## config.mk

```make
export PLATFORM = sky130hd
export DESIGN_NAME = vecmac_acc
export DESIGN_NICKNAME = d
export VERILOG_FILES = /design/src/rtl/vecmac_acc.sv
export SDC_FILE = /design/constraint.sdc
export NUM_CORES = 1
export LEC_CHECK = 0
export ABC_AREA = 1
export CAP_MARGIN = 5
export CORE_MARGIN = 2
export CORE_UTILIZATION = 58
export DETAILED_ROUTE_END_ITERATION = 6
export PLACE_DENSITY = 0.79
export RECOVER_POWER = 25
export REMOVE_ABC_BUFFERS = 1
export SETUP_SLACK_MARGIN = 0.02
export SLEW_MARGIN = 20
export SYNTH_ARGS = -nofsm -noshare
export SYNTH_HDL_FRONTEND = slang
export SYNTH_SLANG_ARGS = --single-unit
```

## constraint.sdc

```tcl
create_clock -name clk -period 6.9 [get_ports clk]
set_input_delay 1.725 -clock clk [delete_from_list [all_inputs] [get_ports clk]]
set_output_delay 1.725 -clock clk [all_outputs]
set_load 0.03 [all_outputs]
```

## src/rtl/vecmac_acc.sv

```systemverilog
// Accumulates cfg_len beats per vector (saturating) for cfg_num vectors and
// queues {acc, sat} results in a small valid/ready FIFO; dropped pushes set ovf_err.
module vecmac_acc #(
   parameter int IN_W       = 19,
   parameter int ACC_W      = 32,
   parameter int LEN_W      = 16,
   parameter int FIFO_DEPTH = 4
) (
   input  logic             clk,
   input  logic             rst_n,
   input  logic             start,
   input  logic [LEN_W-1:0] cfg_len,
   input  logic [LEN_W-1:0] cfg_num,
   input  logic             in_valid,
   input  logic [IN_W-1:0]  in_sum,
   output logic             out_valid,
   input  logic             out_ready,
   output logic [ACC_W-1:0] out_acc,
   output logic             out_sat,
   output logic             busy,
   output logic             ovf_err
);

   localparam int PTR_W = $clog2(FIFO_DEPTH);
   localparam int CNT_W = PTR_W + 1;
   localparam logic [LEN_W-1:0] LEN_ONE = LEN_W'(1);
   localparam logic [PTR_W-1:0] PTR_ONE = PTR_W'(1);
   localparam logic [CNT_W-1:0] CNT_ONE = CNT_W'(1);
   localparam logic [CNT_W-1:0] CNT_FULL = CNT_W'(FIFO_DEPTH);

   typedef enum logic [0:0] {IDLE = 1'b0, ACCUM = 1'b1} state_t;

   state_t           state_r;
   logic [LEN_W-1:0] len_r, num_r, beat_cnt_r, vec_cnt_r;
   logic [ACC_W-1:0] acc_r;
   logic             sat_r, busy_r, ovf_r, out_valid_r;
   logic [ACC_W-1:0] acc_mem_r [FIFO_DEPTH];
   logic             sat_mem_r [FIFO_DEPTH];
   logic [PTR_W-1:0] wr_ptr_r, rd_ptr_r;
   logic [CNT_W-1:0] count_r, count_nxt_s;

   logic [ACC_W:0]   sum_s;
   logic [ACC_W-1:0] clamp_s;
   logic             sat_nxt_s, start_ok_s, beat_s, last_s;
   logic             push_s, pop_s, full_s, push_ok_s, drop_s;

   assign start_ok_s = (state_r == IDLE) && start &&
                       (cfg_len != {LEN_W{1'b0}}) && (cfg_num != {LEN_W{1'b0}});
   assign beat_s     = (state_r == ACCUM) && in_valid;
   assign last_s     = (beat_cnt_r + LEN_ONE) == len_r;
   assign push_s     = beat_s && last_s;
   assign pop_s      = out_valid_r && out_ready;
   assign full_s     = (count_r == CNT_FULL);
   assign push_ok_s  = push_s && (!full_s || pop_s);
   assign drop_s     = push_s && full_s && !pop_s;

   // Saturating add of the incoming beat into the running accumulator.
   always_comb begin
      sum_s = {1'b0, acc_r} + {{(ACC_W + 1 - IN_W){1'b0}}, in_sum};
      if (sum_s[ACC_W]) begin
         clamp_s = {ACC_W{1'b1}};
      end else begin
         clamp_s = sum_s[ACC_W-1:0];
      end
      sat_nxt_s = sat_r | sum_s[ACC_W];
   end

   // Next FIFO occupancy from the push/pop pair of this cycle.
   always_comb begin
      count_nxt_s = count_r;
      if (push_ok_s && !pop_s) begin
         count_nxt_s = count_r + CNT_ONE;
      end else if (!push_ok_s && pop_s) begin
         count_nxt_s = count_r - CNT_ONE;
      end else begin
         count_nxt_s = count_r;
      end
   end

   // Job FSM: config latch, beat/vector counting, accumulator and sticky overflow.
   always_ff @(posedge clk or negedge rst_n) begin
      if (!rst_n) begin
         state_r    <= IDLE;
         len_r      <= {LEN_W{1'b0}};
         num_r      <= {LEN_W{1'b0}};
         beat_cnt_r <= {LEN_W{1'b0}};
         vec_cnt_r  <= {LEN_W{1'b0}};
         acc_r      <= {ACC_W{1'b0}};
         sat_r      <= 1'b0;
         busy_r     <= 1'b0;
         ovf_r      <= 1'b0;
      end else begin
         case (state_r)
            IDLE: begin
               if (start_ok_s) begin
                  len_r      <= cfg_len;
                  num_r      <= cfg_num;
                  beat_cnt_r <= {LEN_W{1'b0}};
                  vec_cnt_r  <= {LEN_W{1'b0}};
                  acc_r      <= {ACC_W{1'b0}};
                  sat_r      <= 1'b0;
                  ovf_r      <= 1'b0;
                  busy_r     <= 1'b1;
                  state_r    <= ACCUM;
               end
            end
            ACCUM: begin
               if (beat_s && last_s) begin
                  acc_r      <= {ACC_W{1'b0}};
                  sat_r      <= 1'b0;
                  beat_cnt_r <= {LEN_W{1'b0}};
                  vec_cnt_r  <= vec_cnt_r + LEN_ONE;
                  if ((vec_cnt_r + LEN_ONE) == num_r) begin
                     busy_r  <= 1'b0;
                     state_r <= IDLE;
                  end
               end else if (beat_s) begin
                  acc_r      <= clamp_s;
                  sat_r      <= sat_nxt_s;
                  beat_cnt_r <= beat_cnt_r + LEN_ONE;
               end
               if (drop_s) begin
                  ovf_r <= 1'b1;
               end
            end
            default: begin
               busy_r  <= 1'b0;
               state_r <= IDLE;
            end
         endcase
      end
   end

   // Result FIFO storage and pointers; a full FIFO still accepts when popped.
   always_ff @(posedge clk or negedge rst_n) begin
      if (!rst_n) begin
         for (int i = 0; i < FIFO_DEPTH; i++) begin
            acc_mem_r[i] <= {ACC_W{1'b0}};
            sat_mem_r[i] <= 1'b0;
         end
         wr_ptr_r    <= {PTR_W{1'b0}};
         rd_ptr_r    <= {PTR_W{1'b0}};
         count_r     <= {CNT_W{1'b0}};
         out_valid_r <= 1'b0;
      end else begin
         if (push_ok_s) begin
            acc_mem_r[wr_ptr_r] <= clamp_s;
            sat_mem_r[wr_ptr_r] <= sat_nxt_s;
            wr_ptr_r            <= wr_ptr_r + PTR_ONE;
         end
         if (pop_s) begin
            rd_ptr_r <= rd_ptr_r + PTR_ONE;
         end
         count_r     <= count_nxt_s;
         out_valid_r <= (count_nxt_s != {CNT_W{1'b0}});
      end
   end

   assign out_valid = out_valid_r;
   assign out_acc   = acc_mem_r[rd_ptr_r];
   assign out_sat   = sat_mem_r[rd_ptr_r];
   assign busy      = busy_r;
   assign ovf_err   = ovf_r;

endmodule

```

---- Word level (Yosys, flattened, before mapping) ----
Cells that the tools add are included.
storage, ports and cells
  register bits ........................... 240
  word-level logic and storage cells ...... 106
  output and inout bits ................... 36
  input port bits ......................... 56
operators by class
  equal/unequal tests ..................... 8
  reduce and logical (&&, ||, !) cells .... 24
  $add $sub $neg .......................... 7
  $lt $le $gt $ge ......................... 3
  mux-type cells .......................... 39
  bitwise gates (word level) .............. 4
operator list
  operator                 number
  $mux W32                 7
  $bwmux W128              1
  $bmux W32 S2             1
  $demux W32 S2            1
  $mux W16                 4
  $pmux W16 S2             2
  $pmux W32 S2             1
  $add A32 B19 Y33         1
  $add A16 B1 Y16 const B  2
  $eq A16 B16 Y1           2
  $reduce_bool A16 Y1      2
  $mux W1                  13
  $logic_and A1 B1 Y1      12
  $pmux W1 S2              4
  $reduce_and A2 Y1        4
  $ge A3 B3 Y1 const B     2
  $mux W3                  2
  $ne A2 B1 Y1 const B     3
  $not A2 Y3               2
  $add A2 B1 Y2 const B    2
  $bwmux W4                1
  $add A3 B1 Y3 const B    1
  $eq A3 B3 Y1 const B     1
  $logic_not A1 Y1         3
  11 further kinds         11

---- Depth between registers and ports, before layout ----
Gate-level depths: netlist (run 1).
  depth after elaboration ................. 9
  gate-level depth with buffers ........... 19

---- Worst setup path after synthesis (run 1) ----
No wires, ideal clock.
  path type ............................... in2reg
  from .................................... input port in_sum[0]
  to ...................................... register acc_r[6]
  arrival ................................. 3,654 ps
  setup slack ............................. 3,111 ps
  stages .................................. 13
  path through ............................ ha_1 > fa_1 > nand3_1 > nand2_1 > nand4_1 > nand3_1 > and2_1 > nand2_1 > nor2_1 > buf_2 > buf_4 > nor2_1 > o21ai_0
between the ends
  longest elaborated chain between the ends .. 5
ends and longest elaborated chain
  item                    line  text
  start: declaration      15    input logic [IN_W-1:0] in_sum,
  $add A32 B19 Y33        59    sum_s = {1'b0, acc_r} + {{(ACC_W + 1 - IN_W){1'b0}}, in_sum};
  $mux W32                60    if (sum_s[ACC_W]) begin
  $mux W32                117   end else if (beat_s) begin
  $mux W32                108   if (beat_s && last_s) begin
  $pmux W32 S2            93    case (state_r)
  end signal: assignment  100   acc_r <= {ACC_W{1'b0}};
  end signal: assignment  109   acc_r <= {ACC_W{1'b0}};
  end signal: assignment  118   acc_r <= clamp_s;
  end: declaration        35    logic [ACC_W-1:0] acc_r;
Every way passes these cells. The select of a mux whose other input is x is not followed.
A chain may end at the register's enable or synchronous reset.

---- Worst setup path after layout (run 1) ----
  from .................................... register rd_ptr_r[0]
  to ...................................... output port out_acc[6]
between the ends
  longest elaborated chain between the ends .. 4
ends and longest elaborated chain
  item                                          line  text
  start: declaration                            39    logic [PTR_W-1:0] wr_ptr_r, rd_ptr_r;
  start signal: assignment                      142   rd_ptr_r <= {PTR_W{1'b0}};
  start signal: assignment                      152   rd_ptr_r <= rd_ptr_r + PTR_ONE;
  $not A2 Y3 (implied by the code)              160   assign out_acc = acc_mem_r[rd_ptr_r];
  $bmux W32 S2                                  160
  $mux W32 (implied by the code) (2 in series)  160
  end: declaration                              18    output logic [ACC_W-1:0] out_acc,
Every way passes these cells. The select of a mux whose other input is x is not followed.

==> summary.md, run 1 <==
| Metric | Value |
|---|---|
| Vias | between 10,000 and 15,000 |
| DR vias/cell | 5.63 |
| Commonest non-fill, non-tap cell in the layout | nand2_1 |
| CP arrival | a little under 3000 ps |
| GR peak layer | met2 |
| Status | finished, final reports clean |
| Most frequent cells in the layout | nand2_1 (487), dfrtp_1 (239), nor2_1 (171), o21ai_0 (124), inv_1 (110) |
| Port bufs | 91 |
| Worst-margin pin slew | ~1100 ps |
| Synth top area share | 0.458 |
| CTS tree | done |
| Post-layout min period | about 4600 ps |
| Crit path from | rd_ptr_r[0] |
| Dominant cell type by area after synthesis | dfrtp_1 |
| Mapped Cells | ~1,600 |
| Critical-path maximum fanout | 40 |
| Clk buf depth | 3 |
| Relative slew slack | 0.247 |
| CP Depth | 5 |
| Final hold violation count | 0 |
| Root buf cell | clkbuf_16 |
| Starting density of the core | 0.585 |
| Reg-to-reg setup timing slack | between 3000 and 4000 ps |
| Kind of critical path | reg2out |
| Nature of the critical path endpoint | output port |
| Detailed-router iteration count before antenna repair | 5 |
| Antenna Cells | 0 |
| Setup TNS after final layout | 0 ps |
| Post-synth top flop | dfrtp_1 |
| Critical Path Max Stage Delay | 710 ps |
| Slowest cell on the critical path | clkdlybuf4s50_1 |
| Die Wd | ~150 um |
| Routed Antenna Nets | 0 |
| Maximum number of pins on one net before global-route repair | 137 |
| CP bufs+invs | 3 |
| Final HPWL DP | approximately 21 mm |
| PD cells | between 300 and 400 nW/um2 |
| R2R cell count | 14 |
| Cell Area, Synth | approximately 13,000 um2 |
| Row count | 55 |
| Avg Inst Size Synth | 7.96 um2 |
| Total track usage | 0.275 |
| Met2 GRT Util | 0.480 |
| Layout area overhead | 13.9% |
| First-pass GRT wire length | ~54 mm |
| H-tree Lvls | 1 |
| Hold Crit Class | reg2reg |
| Post-Layout Inst Area | 14,900 um2 |
| Post-synthesis register bit count | 240 |
| Nets | ~1,800 |
| EDFF count, synth | 0 |
| Cts hold-fix bufs | 0 |
| Core Area | ~22,000 um2 |
| Ys async rst share | 1.00 |
| Final total power | ~5.2 mW |
| Slew Limit Fails | 0 |
| GPL Wtd Cong | 0.963 |
| Cts repair resizes | 0 |
| Final setup vio count | 0 |
| Full die area | ~24,000 um2 |
| Die span in y | between 150 and 200 um |
| CTS buffer count | 26 |
| Final period util | 0.669 |
| Gr ovfl total | 0 |
| Worst hold stages | 2 |
| DRT iter0 DRCs | 887 |
| CP required | 5180 ps |
| Initial antenna violation count | 0 |
| WL per Instance | between 15 and 20 um |
| IO Count | 92 |
| Peak supply drop | approximately 0.28 mV |
| Max_cap viols | 0 |
| Critical path launch point type | flip-flop |
| Yosys cell types | 50 |
| Setup Buffers After CTS | 0 |
| Yosys warning count | 0 |
| R2r startpoint | beat_cnt_r[0] |
| Routed wire length | ~32 mm |
| DRC Markers | 0 |
| Cell Chain, Critical Path | inv_2 -> buf_4 -> o21ai_0 -> o22ai_1 -> clkdlybuf4s50_1 |
| HP Start | acc_mem_r[53] |
| Proportion of layout cells with a drive suffix above 1 | 0.0758 |
| Clock Skews | slightly below 20 ps |
| Sequential fraction of the synthesis area | 0.458 |
| Clock Latency Late Sink | 540 ps |
| Grt met3 use | 0.0317 |
| Dominant delay contributor by cell family on the critical path | buffers and inverters |
| Clk sinks | 240 |
| Lkg Pwr | around 7.3 nW |
| CTS clock-pin slew for the worst setup and hold paths | about 60 ps |
| DP Area | around 14,000 um2 |
| Vias in the first global route | 10,972 |
| RSZ-0062 raised after global routing | false |
| GR Util met1 | 0.363 |
| Top cells by area, synth | dfrtp_1 (46%), nand2_1 (14%), nor2_1 (4.9%) |
| FMAX | 0.217 GHz |
registers in the layout, summed over array words and instances (netlist names), 3 cells and up:
register and cells:
vec_cnt_r 16, sat_mem_r 4, acc_r 32, count_r 3, len_r 16, beat_cnt_r 16, num_r 16, acc_mem_r 128
layer usage:
metal | vias to the layer above | wire length (um)
met5 | - | 0
met4 | 0 | 967
met3 | 67 | 1580
met2 | 298 | 15900
met1 | 5421 | 13700
li1 | 5549 | -
layout make-up:
class                   count  area [um2]
fillers                  1878        7490
multi-input cells        1223        6230
flip-flops and latches    240        6010
repair buffers             99         988
clock buffers              39         781
inverters                 120         463
well taps                 285         357
clock inverters             8         119
power breakdown:
group	internal [mW]	switching, mW
Sequential	1.52	0.0979
Clock	0.890	0.570
Combinational	0.717	1.44
synth_stat cells, types with 5 or more instances:
cell type  number
nand2_1       487
dfrtp_1       240
nor2_1        171
o21ai_0       124
inv_1         112
nand3_1        89
o21ai_1        57
o22ai_1        41
a21oi_1        38
clkbuf_1       29
ha_1           28
xor2_1         28
nand4_1        27
o21ai_2        25
buf_6          20
mux2_2         20
nor3_1         14
xnor2_1        12
buf_2          11
nor4_1          9
nand2_2         5
path summary, 6_finish.rpt:
kind,endpoint
worst min register to register,acc_mem_r[53]
min in group asynchronous,acc_mem_r[11]
worst max register to register,beat_cnt_r[13]
max in group asynchronous,vec_cnt_r[14]
worst max-delay path,out_acc[6]
worst min-delay path,acc_mem_r[53]
cells by family after synthesis:
group                    after synthesis  synth area share
multiplexers                          22            0.0189
AO/OA/AOI/OAI                        302             0.130
flip-flops                           240             0.458
XOR/XNOR                              41            0.0284
adder cells (fa/ha/maj)               29            0.0282
buffers and inverters                185            0.0670
AND/OR/NAND/NOR                      829             0.270
through the flow:
| step | hold WS (ps) | util | std cells | worst slack [ps] |
|---|---|---|---|---|
| CTS | 476 | 0.666 | 2014 | 2120 |
| detailed placement | 460 | 0.626 | 1967 | 1840 |
| finish | 475 | 0.666 | 2014 | 2280 |
| global route | 492 | 0.666 | 2014 | 2120 |
| global placement | 458 | 0.626 | 1967 | 1850 |
| floorplan | 444 | - | 1583 | 1890 |
worst register-to-register path: stages, from the launching register on:
cell,delay [ps]
dfrtp_1,450
ha_1,250
nand3_1,140
nor2_1,270
nand3_1,110
nand2_1,90
nand2_1,110
nand2_1,90
nand2_1,70
nor2_2,220
nand2_1,100
nand2_2,450
inv_1,550
nand3_1,230
o21ai_0,150
No activity file was read; power rests on OpenSTA's default activity.
==> run 2: changes to the inputs <==
--- a/config.mk
+++ b/config.mk
@@ -8,9 +8,9 @@
 export ABC_AREA = 1
 export CAP_MARGIN = 5
 export CORE_MARGIN = 2
-export CORE_UTILIZATION = 58
+export CORE_UTILIZATION = 54
 export DETAILED_ROUTE_END_ITERATION = 6
-export PLACE_DENSITY = 0.79
+export PLACE_DENSITY = 0.77
 export RECOVER_POWER = 25
 export REMOVE_ABC_BUFFERS = 1
 export SETUP_SLACK_MARGIN = 0.02
==> constraint.sdc (replaced) <==
create_clock -name clk -period 4 [get_ports clk]
set_input_delay 1 -clock clk [delete_from_list [all_inputs] [get_ports clk]]
set_output_delay 1 -clock clk [all_outputs]
set_load 0.03 [all_outputs]
==> run 2 against run 1 <==
The run now ends with max-capacitance violations, max-slew violations left. Sequential power grew 72%. Clock skew up 6.5 ps. Sequential cell count stayed put. Non-clock buffer count increased by 25. Die area is 7.2% higher. Register-to-register slack worse by 2700 ps. Combinational power up 80%. Critical path depth is 1 higher. Clock-buffer cell count increased by 3. Critical endpoint is now out_acc[10]. Hold slack got worse by 1.1 ps. Worst setup slack worse by 2100 ps. Cell count grew 3.2%.
==> summary.md, run 2 (synthesis results as in run 1) <==
| Metric | Value |
|---|---|
| Peak supply drop | about 0.32 mV |
| WL per Instance | about 15 um |
| H-tree Lvls | 1 |
| Most frequent cells in the layout | nand2_1 (487), dfrtp_1 (239), nor2_1 (171), o21ai_0 (124), inv_1 (111) |
| Max_cap viols | 1 |
| Critical-path maximum fanout | 33 |
| FMAX | roughly 0.26 GHz |
| Vias in the first global route | roughly 11,000 |
| Die span in y | ~160 um |
| First-pass GRT wire length | 54.8 mm |
| Nature of the critical path endpoint | output port |
| R2r startpoint | acc_r[7] |
| Final hold violation count | 0 |
| Relative slew slack | -0.805 |
| Clk buf depth | 3 |
| Maximum number of pins on one net before global-route repair | around 110 |
| DRT iter0 DRCs | ~950 |
| Area of the multi-input gates | 6230 um2 |
| Total track usage | 0.257 |
| RSZ-0062 raised after global routing | false |
| Lkg Pwr | 7.44 nW |
| Register area | 6010 um2 |
| Port bufs | between 90 and 100 |
| Antenna Cells | 0 |
| R2r endpoint | acc_r[31] |
| Hold Crit Class | reg2reg |
| Cts hold-fix bufs | 0 |
| Hold Slack | 474 ps |
| Worst slack, placed | -107 ps |
| Final setup vio count | 0 |
| CTS tree | done |
| Gr ovfl total | 0 |
| Top flop regs | acc_mem_r (128), acc_r (32) |
| R2R cell count | 14 |
| Commonest non-fill, non-tap cell in the layout | nand2_1 |
| Full die area | around 26,000 um2 |
| Fill cells | between 2,000 and 2,500 |
| Proportion of layout cells with a drive suffix above 1 | 0.0900 |
| Vias | 11,506 |
| Row count | 57 |
| Die Wd | 160 um |
| Crit path from | rd_ptr_r[1] |
| PD cells | roughly 600 nW/um2 |
| Routed Antenna Nets | 0 |
| Status | complete, but fails checks |
| Final HPWL DP | approximately 21 mm |
| Critical path launch point type | flip-flop |
| Final period util | 0.945 |
| Final cell count without fillers | a little over 2,000 |
| Reg-to-reg setup timing slack | approximately 860 ps |
| DRC Markers | 0 |
| Placed Cells | just over 2,000 |
| Initial antenna violation count | 0 |
| Setup Buffers After CTS | 0 |
| HP Start | acc_mem_r[67] |
| Root buf cell | clkbuf_16 |
| Worst-margin pin slew | roughly 2700 ps |
| DR vias/cell | approximately 5.5 |
| CTS clock-pin slew for the worst setup and hold paths | approximately 60 ps |
| Cts repair resizes | 0 |
| PnR worst setup slack | approximately 220 ps |
| Kind of critical path | reg2out |
| Worst setup path endpoint | out_acc[10] |
| Clock Skews | about 26 ps |
| Clk sinks | 240 |
| Post-layout min period | 3780 ps |
| Slew Limit Fails | around 100 |
| Largest Register | acc_mem_r |
| GPL Wtd Cong | 0.924 |
| CTS buffer count | 27 |
| Core Area | ~24,000 um2 |
| Layout area overhead | 16.1% |
| Detailed-router iteration count before antenna repair | 5 |
| Clock Latency Late Sink | 550 ps |
| Routed wire length | approximately 32 mm |
| CP required | around 3000 ps |
| IO Count | 92 |
| Nets | approximately 1,800 |
| Failing checks | max-capacitance violations, max-slew violations |
| CP arrival | 2780 ps |
| Starting density of the core | 0.544 |
| Max FFs per register | around 130 |
run 2: cell types whose count changed in the layout (fill, tap and decap cells not counted), moves of 2 or more:
cell,before,now
clkbuf_8,6,10
buf_4,7,28
clkinv_2,8,6
clkbuf_2,0,2
buf_12,1,4
run 2: how the worst min path moves through the flow:
stage / end / slack (ps) / cells past startpoint
detailed placement: acc_mem_r[83] / 460 / 2
floorplan: acc_mem_r[53] / 440 / 2
finish: acc_mem_r[67] / 470 / 2
global placement: acc_mem_r[55] / 460 / 2
global route: acc_mem_r[66] / 490 / 2
CTS: acc_mem_r[67] / 480 / 2
run 2: area by class of cell:
type,instances,area share
clock inverter,6,0.00591
sequential,240,0.394
tap,324,0.0266
clock buffer,42,0.0546
multi-input combinational,1223,0.409
timing repair buffer,124,0.0789
inverter,120,0.0304
run 2: per-layer routing:
metal  vias up  global-route usage  wire length [um]
met5         -                   0                 0
met4         0              0.0721               854
met1      5467               0.350             14200
met2       358               0.435             15000
met3        69              0.0338              2010
li1       5612                   -                 -
run 2: power by group:
group	switching [mW]	internal, mW	leakage [nW]	total, mW
logic	2.53	1.33	3.84	3.86
clock network	0.997	1.55	0.457	2.55
registers	0.169	2.62	3.15	2.79
run 2: through the flow:
step	TNS [ps]	total power [mW]	utilization	cell area [um2]
finish	0	9.20	0.632	15200
global route	0	9.77	0.632	15200
CTS	0	9.23	0.632	15200
detailed placement	-3080	6.65	0.594	14300
global placement	0	6.59	0.594	14300
floorplan	-4950	5.27	-	12700
run 2: worst max-delay path, stage by stage, from the launching register on:
cell             delay [ps]
dfrtp_1                 390
buf_4                   220
inv_1                    70
buf_4                   360
o21ai_0                 150
o22ai_1                 290
clkdlybuf4s50_1         740
==> run 3: changes to the inputs <==
--- a/config.mk
+++ b/config.mk
@@ -10,7 +10,7 @@
 export CORE_MARGIN = 2
 export CORE_UTILIZATION = 54
 export DETAILED_ROUTE_END_ITERATION = 6
-export PLACE_DENSITY = 0.77
+export PLACE_DENSITY = 0.89
 export RECOVER_POWER = 25
 export REMOVE_ABC_BUFFERS = 1
 export SETUP_SLACK_MARGIN = 0.02
==> run 3 against run 2 <==
Global-route usage grew 0.55 points. Clock skew decreased by 2.0 ps. The flow still finishes with violations (max-capacitance violations, max-slew violations). Non-clock buffer count fell by 11. Clock power barely moved. Clock-buffer cell count is 5 lower. Cell count is 0.58% lower. First-iteration DRC count up 20%. Critical endpoint is now out_acc[27]. Sequential power about the same. Via count increased by 1.8%. Die area is the same. Worst setup slack gained 150 ps.
==> summary.md, run 3 (synthesis results as in run 1) <==
| Metric | Value |
|---|---|
| Vias in the first global route | between 10,000 and 15,000 |
| IO Count | 92 |
| CTS buffer count | 26 |
| Full die area | between 20,000 and 30,000 um2 |
| CTS clock-pin slew for the worst setup and hold paths | 60 ps |
| FMAX | ~0.28 GHz |
| Final hold violation count | 0 |
| Nature of the critical path endpoint | output port |
| Hold Crit Class | reg2reg |
| Clk sinks | 240 |
| Most frequent cells in the layout | nand2_1 (487), dfrtp_1 (239), nor2_1 (171), o21ai_0 (124), inv_1 (111) |
| Final total power | between 9 and 10 mW |
| Commonest non-fill, non-tap cell in the layout | nand2_1 |
| Root buf cell | clkbuf_16 |
| Placed Cells | around 2,000 |
| Peak supply drop | approximately 0.3 mV |
| Hold Slack | about 470 ps |
| DR vias/cell | 5.67 |
| Kind of critical path | reg2out |
| Fill cells | between 2,000 and 2,500 |
| Final cell count without fillers | between 2,000 and 2,500 |
| WL per Instance | roughly 16 um |
| Final period util | 0.907 |
| Lkg Pwr | roughly 7.4 nW |
| Max FFs per register | 128 |
| Maximum number of pins on one net before global-route repair | between 100 and 150 |
| Cts repair resizes | 0 |
| PD cells | 607 nW/um2 |
| Core Area | about 24,000 um2 |
| Slew Limit Fails | about 110 |
| Row count | 57 |
| GPL Wtd Cong | 0.900 |
| RSZ-0062 raised after global routing | false |
| Clock Latency Late Sink | 540 ps |
| Worst-margin pin slew | around 2700 ps |
| Critical path launch point type | flip-flop |
| Vias | approximately 12,000 |
| Slowest cell on the critical path | clkdlybuf4s50_1 |
| DRC Markers | 0 |
| Die span in y | ~160 um |
| Die Wd | roughly 160 um |
| Proportion of layout cells with a drive suffix above 1 | 0.0843 |
| Core Util, Final | 0.627 |
| Gr ovfl total | 0 |
| Post-layout min period | about 3600 ps |
| Detailed-router iteration count before antenna repair | 6 |
| Setup TNS after final layout | 0 ps |
| Initial antenna violation count | 0 |
| Critical-path maximum fanout | 17 |
| Routed wire length | about 34 mm |
| Worst hold stages | 2 |
| CP required | ~3000 ps |
| DRT iter0 DRCs | 1,147 |
| Nets | 1,809 |
| R2R cell count | 14 |
| Cts hold-fix bufs | 0 |
| Clk buf depth | 3 |
| Failing checks | max-capacitance violations, max-slew violations |
| Relative slew slack | -0.828 |
| Final HPWL DP | approximately 23 mm |
| Clock Skews | between 20 and 25 ps |
| Antenna Cells | 0 |
| CP most frequent cell | buf_4 |
| Layout area overhead | 15.2% |
| Starting density of the core | 0.544 |
| Status | complete, but fails checks |
| CTS tree | done |
| CP arrival | roughly 2600 ps |
| Setup Buffers After CTS | 0 |
| Critical Path Max Stage Delay | around 740 ps |
| Top flop regs | acc_mem_r (128), acc_r (32) |
| First-pass GRT wire length | between 50 and 60 mm |
| Final setup vio count | 0 |
| Max_cap viols | 1 |
| Routed Antenna Nets | 0 |
| Largest Register | acc_mem_r |
| Total track usage | 0.263 |
| Reg-to-reg setup timing slack | 1010 ps |
| Port bufs | between 90 and 100 |
| Cell Chain, Critical Path | buf_4 -> inv_1 -> buf_4 -> o21ai_0 -> o22ai_1 -> clkdlybuf4s50_1 |
| H-tree Lvls | 1 |
-- run 3: critical path: cells and delay by family (launching register included) --
| kind | cells | cell delay [ps] |
|---|---|---|
| DFF | 1 | 380 |
| AOI/OAI and AO/OA | 2 | 410 |
| buffers and inverters | 4 | 1300 |
-- run 3: report_power, final --
group          switching, mW  total, mW  internal (mW)
Combinational           2.56       3.84           1.27
Sequential             0.175       2.80           2.62
Clock                  0.995       2.53           1.54
Total                   3.73       9.17           5.44
-- run 3: worst paths after layout --
kind | start | to
min | acc_mem_r[86] | acc_mem_r[86]
min in group asynchronous | rst_n | acc_mem_r[0]
max reg2reg | state_r | acc_mem_r[118]
max | rd_ptr_r[1] | out_acc[27]
min reg2reg | acc_mem_r[86] | acc_mem_r[86]
max in group asynchronous | rst_n | acc_mem_r[127]
-- run 3: layer usage --
metal / share of wire / vias to the layer above / track usage / wire (um)
li1: - / 5588 / - / -
met1: 0.40 / 5566 / 0.333 / 13300
met2: 0.49 / 478 / 0.453 / 16500
met3: 0.076 / 84 / 0.0405 / 2550
met4: 0.035 / 0 / 0.105 / 1190
met5: 0 / - / 0 / 0
-- run 3: cell type report --
cell class,instances,area (um2),share of cell area
timing repair buffer,113,1100,0.0725
inverter,120,463,0.0306
clock buffer,37,773,0.0512
multi-input combinational,1223,6230,0.412
sequential,240,6010,0.397
tap,324,405,0.0268
clock inverter,10,138,0.00911
-- run 3: per-stage QoR --
stage                     cell area (um2)  worst slack, ps
after CTS                           15100              401
after global routing                15100              319
after detailed placement            14200              140
after global placement              14200              216
after floorplan                     12700             -282
final                               15100              373
==> variant 1 (settings of run 2) <==
`FIFO_DEPTH`: 4 -> 2.
--- a/src/rtl/vecmac_acc.sv
+++ b/src/rtl/vecmac_acc.sv
@@ -6,3 +6,3 @@
    parameter int LEN_W      = 16,
-   parameter int FIFO_DEPTH = 4
+   parameter int FIFO_DEPTH = 2
 ) (
Formal check against the unedited RTL: not equivalent (a bounded check fails within 10 cycles, from zero or initial values and one cycle with rst_n low).
==> variant 1 against run 2 <==
The flow still finishes with violations (max-capacitance violations, max-slew violations). Wire length shrank 27%. Synthesized area shrank 26%. Power down 25%. First-iteration DRC count down 36%. Worst setup slack better by 0.40 ns. Clock skew is 0.019 ns lower. Sequential cell count decreased by 69. Global-route usage shrank 0.26 points. Sequential share of layout area shrank 2.4 points. Clock power down 30%. Sequential power down 13%. Design area decreased by 24%. Via count decreased by 23%. Non-clock buffer count is 14 lower.
==> variant 1: results (changes against run 2) <==
Static Leak=5.50 nW (-26%); failing checks=max-capacitance violations, max-slew violations; reg2reg end=acc_mem_r[49]; Clock Path Buffers=2 (-1); met2 Usage GRT=42.2% (-1.3 points); WP data arrival=3.68 ns (+0.90 ns); vias in the first global route=8353 (-27%); Distinct cells, synth=42 (-16%); met3 routed WL=1.05 mm (-48%); 1st-iter DRT viols=608 (-36%); Seq/Total Area, Yosys=43.8% (-2.0 points); metal2 WL=11.2 mm (-25%); met1 Usage GRT=35.3% (+0.28 points); hold path start=acc_mem_r[30]; R2R Path Start=beat_cnt_r[0]; status=finished with violations; most frequent cells after synthesis=462 x nand2_1, 171 x dfrtp_1, 99 x inv_1; global-route wire length before repair=40.5 mm (-26%); hold endpoint=acc_mem_r[30]; Net Sw Frac=39.7% (-0.47 points); CTS buffer count=17 (-37%); met3 GRT Util=4.12% (+0.75 points); peak supply drop=0.346 mV (+6.5%); Slew Viols, Final=55 (-47%); max-cap violation count=1 (unchanged)
-- variant 1: final cells by class --
cell class	instances	area, µm²
repair buffers	110	1070
fillers	1549	6290
flip-flops and latches	171	4280
multi-input cells	992	4890
clock inverters	11	195
clock buffers	20	437
well taps	229	287
inverters	105	394
-- variant 1: stage by stage --
stage	cell area, µm²	hold WS [ns]
3_3_place_gp	10900	0.464
4_1_cts	11500	0.483
2_1_floorplan	9550	0.449
6_report	11500	0.479
3_5_place_dp	10900	0.467
5_1_grt	11500	0.511
-- variant 1: logic make-up (layout without fill, tap and decap cells) --
| logic type | Yosys count | count (layout) | synth area share, % |
|---|---|---|---|
| adders and majority gates | 23 | 23 | 3.02 |
| and+or+nand+nor | 728 | 728 | 31.9 |
| xor gates and xnor gates | 42 | 42 | 4.05 |
| buffers and inverters | 147 | 246 | 6.20 |
| DFF | 171 | 171 | 43.8 |
| AOI/OAI and AO/OA | 199 | 199 | 11.0 |
==> variant 2 (config.mk and constraints of run 2) <==
Made on the original files. Register the output `ovf_err` once more; this adds one clock of latency there. The other outputs are not delayed to match.
--- a/src/rtl/vecmac_acc.sv
+++ b/src/rtl/vecmac_acc.sv
@@ -162,3 +162,5 @@
    assign busy      = busy_r;
-   assign ovf_err   = ovf_r;
+   always_ff @(posedge clk) begin
+      ovf_err <= ovf_r;
+   end
 
Behaviour: no difference found for any inputs over 4 cycles, from zero or initial values and one cycle with rst_n low; that may be too few to reach the edited logic, so the function may still have changed.
==> variant 2 against run 2 <==
The run still ends with max-capacitance violations, max-slew violations left. Highest routed layer unchanged. First-iteration DRC count up 6.2%. Hold slack worse by 0.10 ns. Combinational power down 5.7%. Critical endpoint is now out_acc[9]. Design area down 2.1%. Largest power group unchanged. Sequential share of layout area up 0.97 points. Power down 4.8%. Synthesized area down 1.3%. Worst setup slack worse by 0.031 ns. Sequential cell count up 1. Via count down 0.81%. Wire length up 1.1%.
==> variant 2: results (changes against run 2) <==
status=finished with violations; failing checks=max-capacitance violations, max-slew violations; layout net count=1813 (-0.44%); highest metal used=met4; min-delay worst type=register to register; post-place setup slack=0.115 ns (+0.221 ns); peak supply drop=0.357 mV (+9.9%); Static Leak=7.34 nW (-1.4%); RePlAce Congestion=0.925 (+0.13%); Distinct cells, synth=44 (-12%); Clock Skew=0.0220 ns (-0.00369 ns); met3 routed WL=1.88 mm (-6.7%); n_diodes=0 (unchanged); DP Wirelength=21.4 mm (+0.96%); Clock Root Buffer=clkbuf_16; Worst-path clk slew=0.06 ns (about the same); port bufs=91 (unchanged); Clock H-tree levels=1 (unchanged); Max stage delay on crit path=0.74 ns (about the same); metal2 WL=15.6 mm (+3.7%); ranking of synthesized cells by area=dfrtp_1 46%, nand2_1 14%, o21ai_0 5.3%, nor2_1 5.0%, nand3_1 3.6%; async set-or-reset flop fraction in the synthesized netlist=99.6% (-0.41 points); 1st-iter DRT viols=1011 (+6.2%); global-route wire length before repair=54.6 mm (-0.43%); Total GRT Usage=25.9% (+0.23 points); Yosys Warn Count=0 (unchanged); max-cap violation count=1 (unchanged); Slew Viols, Final=108 (+3.8%); Seq/Total Area, Yosys=46.5% (+0.74 points); drt via density=5.53 (-0.14%); most frequent cells after synthesis=490 x nand2_1, 240 x dfrtp_1, 172 x nor2_1; Worst-Margin Slew=2.76 ns (+0.0500 ns); Clock Path Buffers=3 (unchanged); DRT Pass-1 Iters=5 (unchanged); share of layout cells above drive strength 1=6.64% (-2.4 points); average wire per cell in the routed design=15.7 µm (+1.8%); top flop regs=acc_mem_r (128), acc_r (32); CTS buffer count=26 (-3.7%); Crit-path slowest cell=clkdlybuf4s50_1; DRT met1 WL=14.3 mm (+0.47%); Clock Latency Late Sink=0.53 ns (-0.02 ns); largest net degree at the start of global routing=110 (+3.8%); top cell family by delay on the critical path=buffers and inverters; initial antenna violation count=0 (unchanged); Worst Path Max Fanout=25 (-24%)
[variant 2: worst register-to-register path: stages, from the launching register on]
cell and delay [ns]:
dfrtp_1 0.46, ha_1 0.23, nand3_1 0.15, nor2_1 0.26
nand3_1 0.11, nand2_1 0.09, nand2_1 0.10, o211ai_1 0.23
nor2_2 0.08, nand3_2 0.13, clkinv_4 0.12, nand2_4 0.22
buf_4 0.43, nand2_1 0.14, o21ai_1 0.11
[variant 2: cell families after synthesis]
kind of cell	after synthesis	synth area share, %
XOR/XNOR	43	3.01
AO/OA/AOI/OAI	300	12.3
buffers and inverters	183	6.57
adder cells (fa/ha/maj)	29	2.86
AND/OR/NAND/NOR	832	26.8
multiplexers	22	1.91
flip-flops	241	46.5
[variant 2: worst paths after layout]
check	slack, ns	from	cells after the start	endpoint
worst max-delay path	0.19	rd_ptr_r[1]	5	out_acc[9]
worst min-delay path	0.37	ovf_r	0	ovf_err
worst max register to register	1.07	beat_cnt_r[0]	14	acc_mem_r[37]
worst min register to register	0.37	ovf_r	0	ovf_err
max in group asynchronous	1.05	rst_n	1	acc_mem_r[73]
min in group asynchronous	1.34	rst_n	1	sat_mem_r[0]
[variant 2: per-stage QoR]
step	TNS [ns]	util, %	instance area, µm²	std cells	power [mW]
global route	0	63.4	14900	2065	9.33
floorplan	-5.96	-	12600	1585	5.21
global placement	0	59.9	14100	2019	6.44
CTS	0	63.4	14900	2065	8.80
detailed placement	0	59.9	14100	2019	6.48
finish	0	63.4	14900	2065	8.76
[variant 2: cell type report]
type	instances	area [µm²]
fill	2093	8620
multi-input combinational	1226	6080
sequential	241	6030
timing repair buffer	115	1150
clock buffer	41	788
inverter	118	453
tap	319	399
clock inverter	5	25.0
[variant 2: timing repair]
action,in CTS,in global routing
gates resized for setup,1,0
setup endpoints to repair,1,0
setup buffers,0,0
[variant 2: layer usage]
layer | global-route usage [%] | up-vias
li1 | - | 5580
met1 | 35.6 | 5424
met2 | 44.2 | 358
met3 | 3.00 | 51
met4 | 6.36 | 0
met5 | 0 | -
[variant 2: report_power, final]
group          internal [mW]  switching (mW)
Sequential              2.63           0.199
Combinational           1.26            2.38
Clock                   1.34           0.949
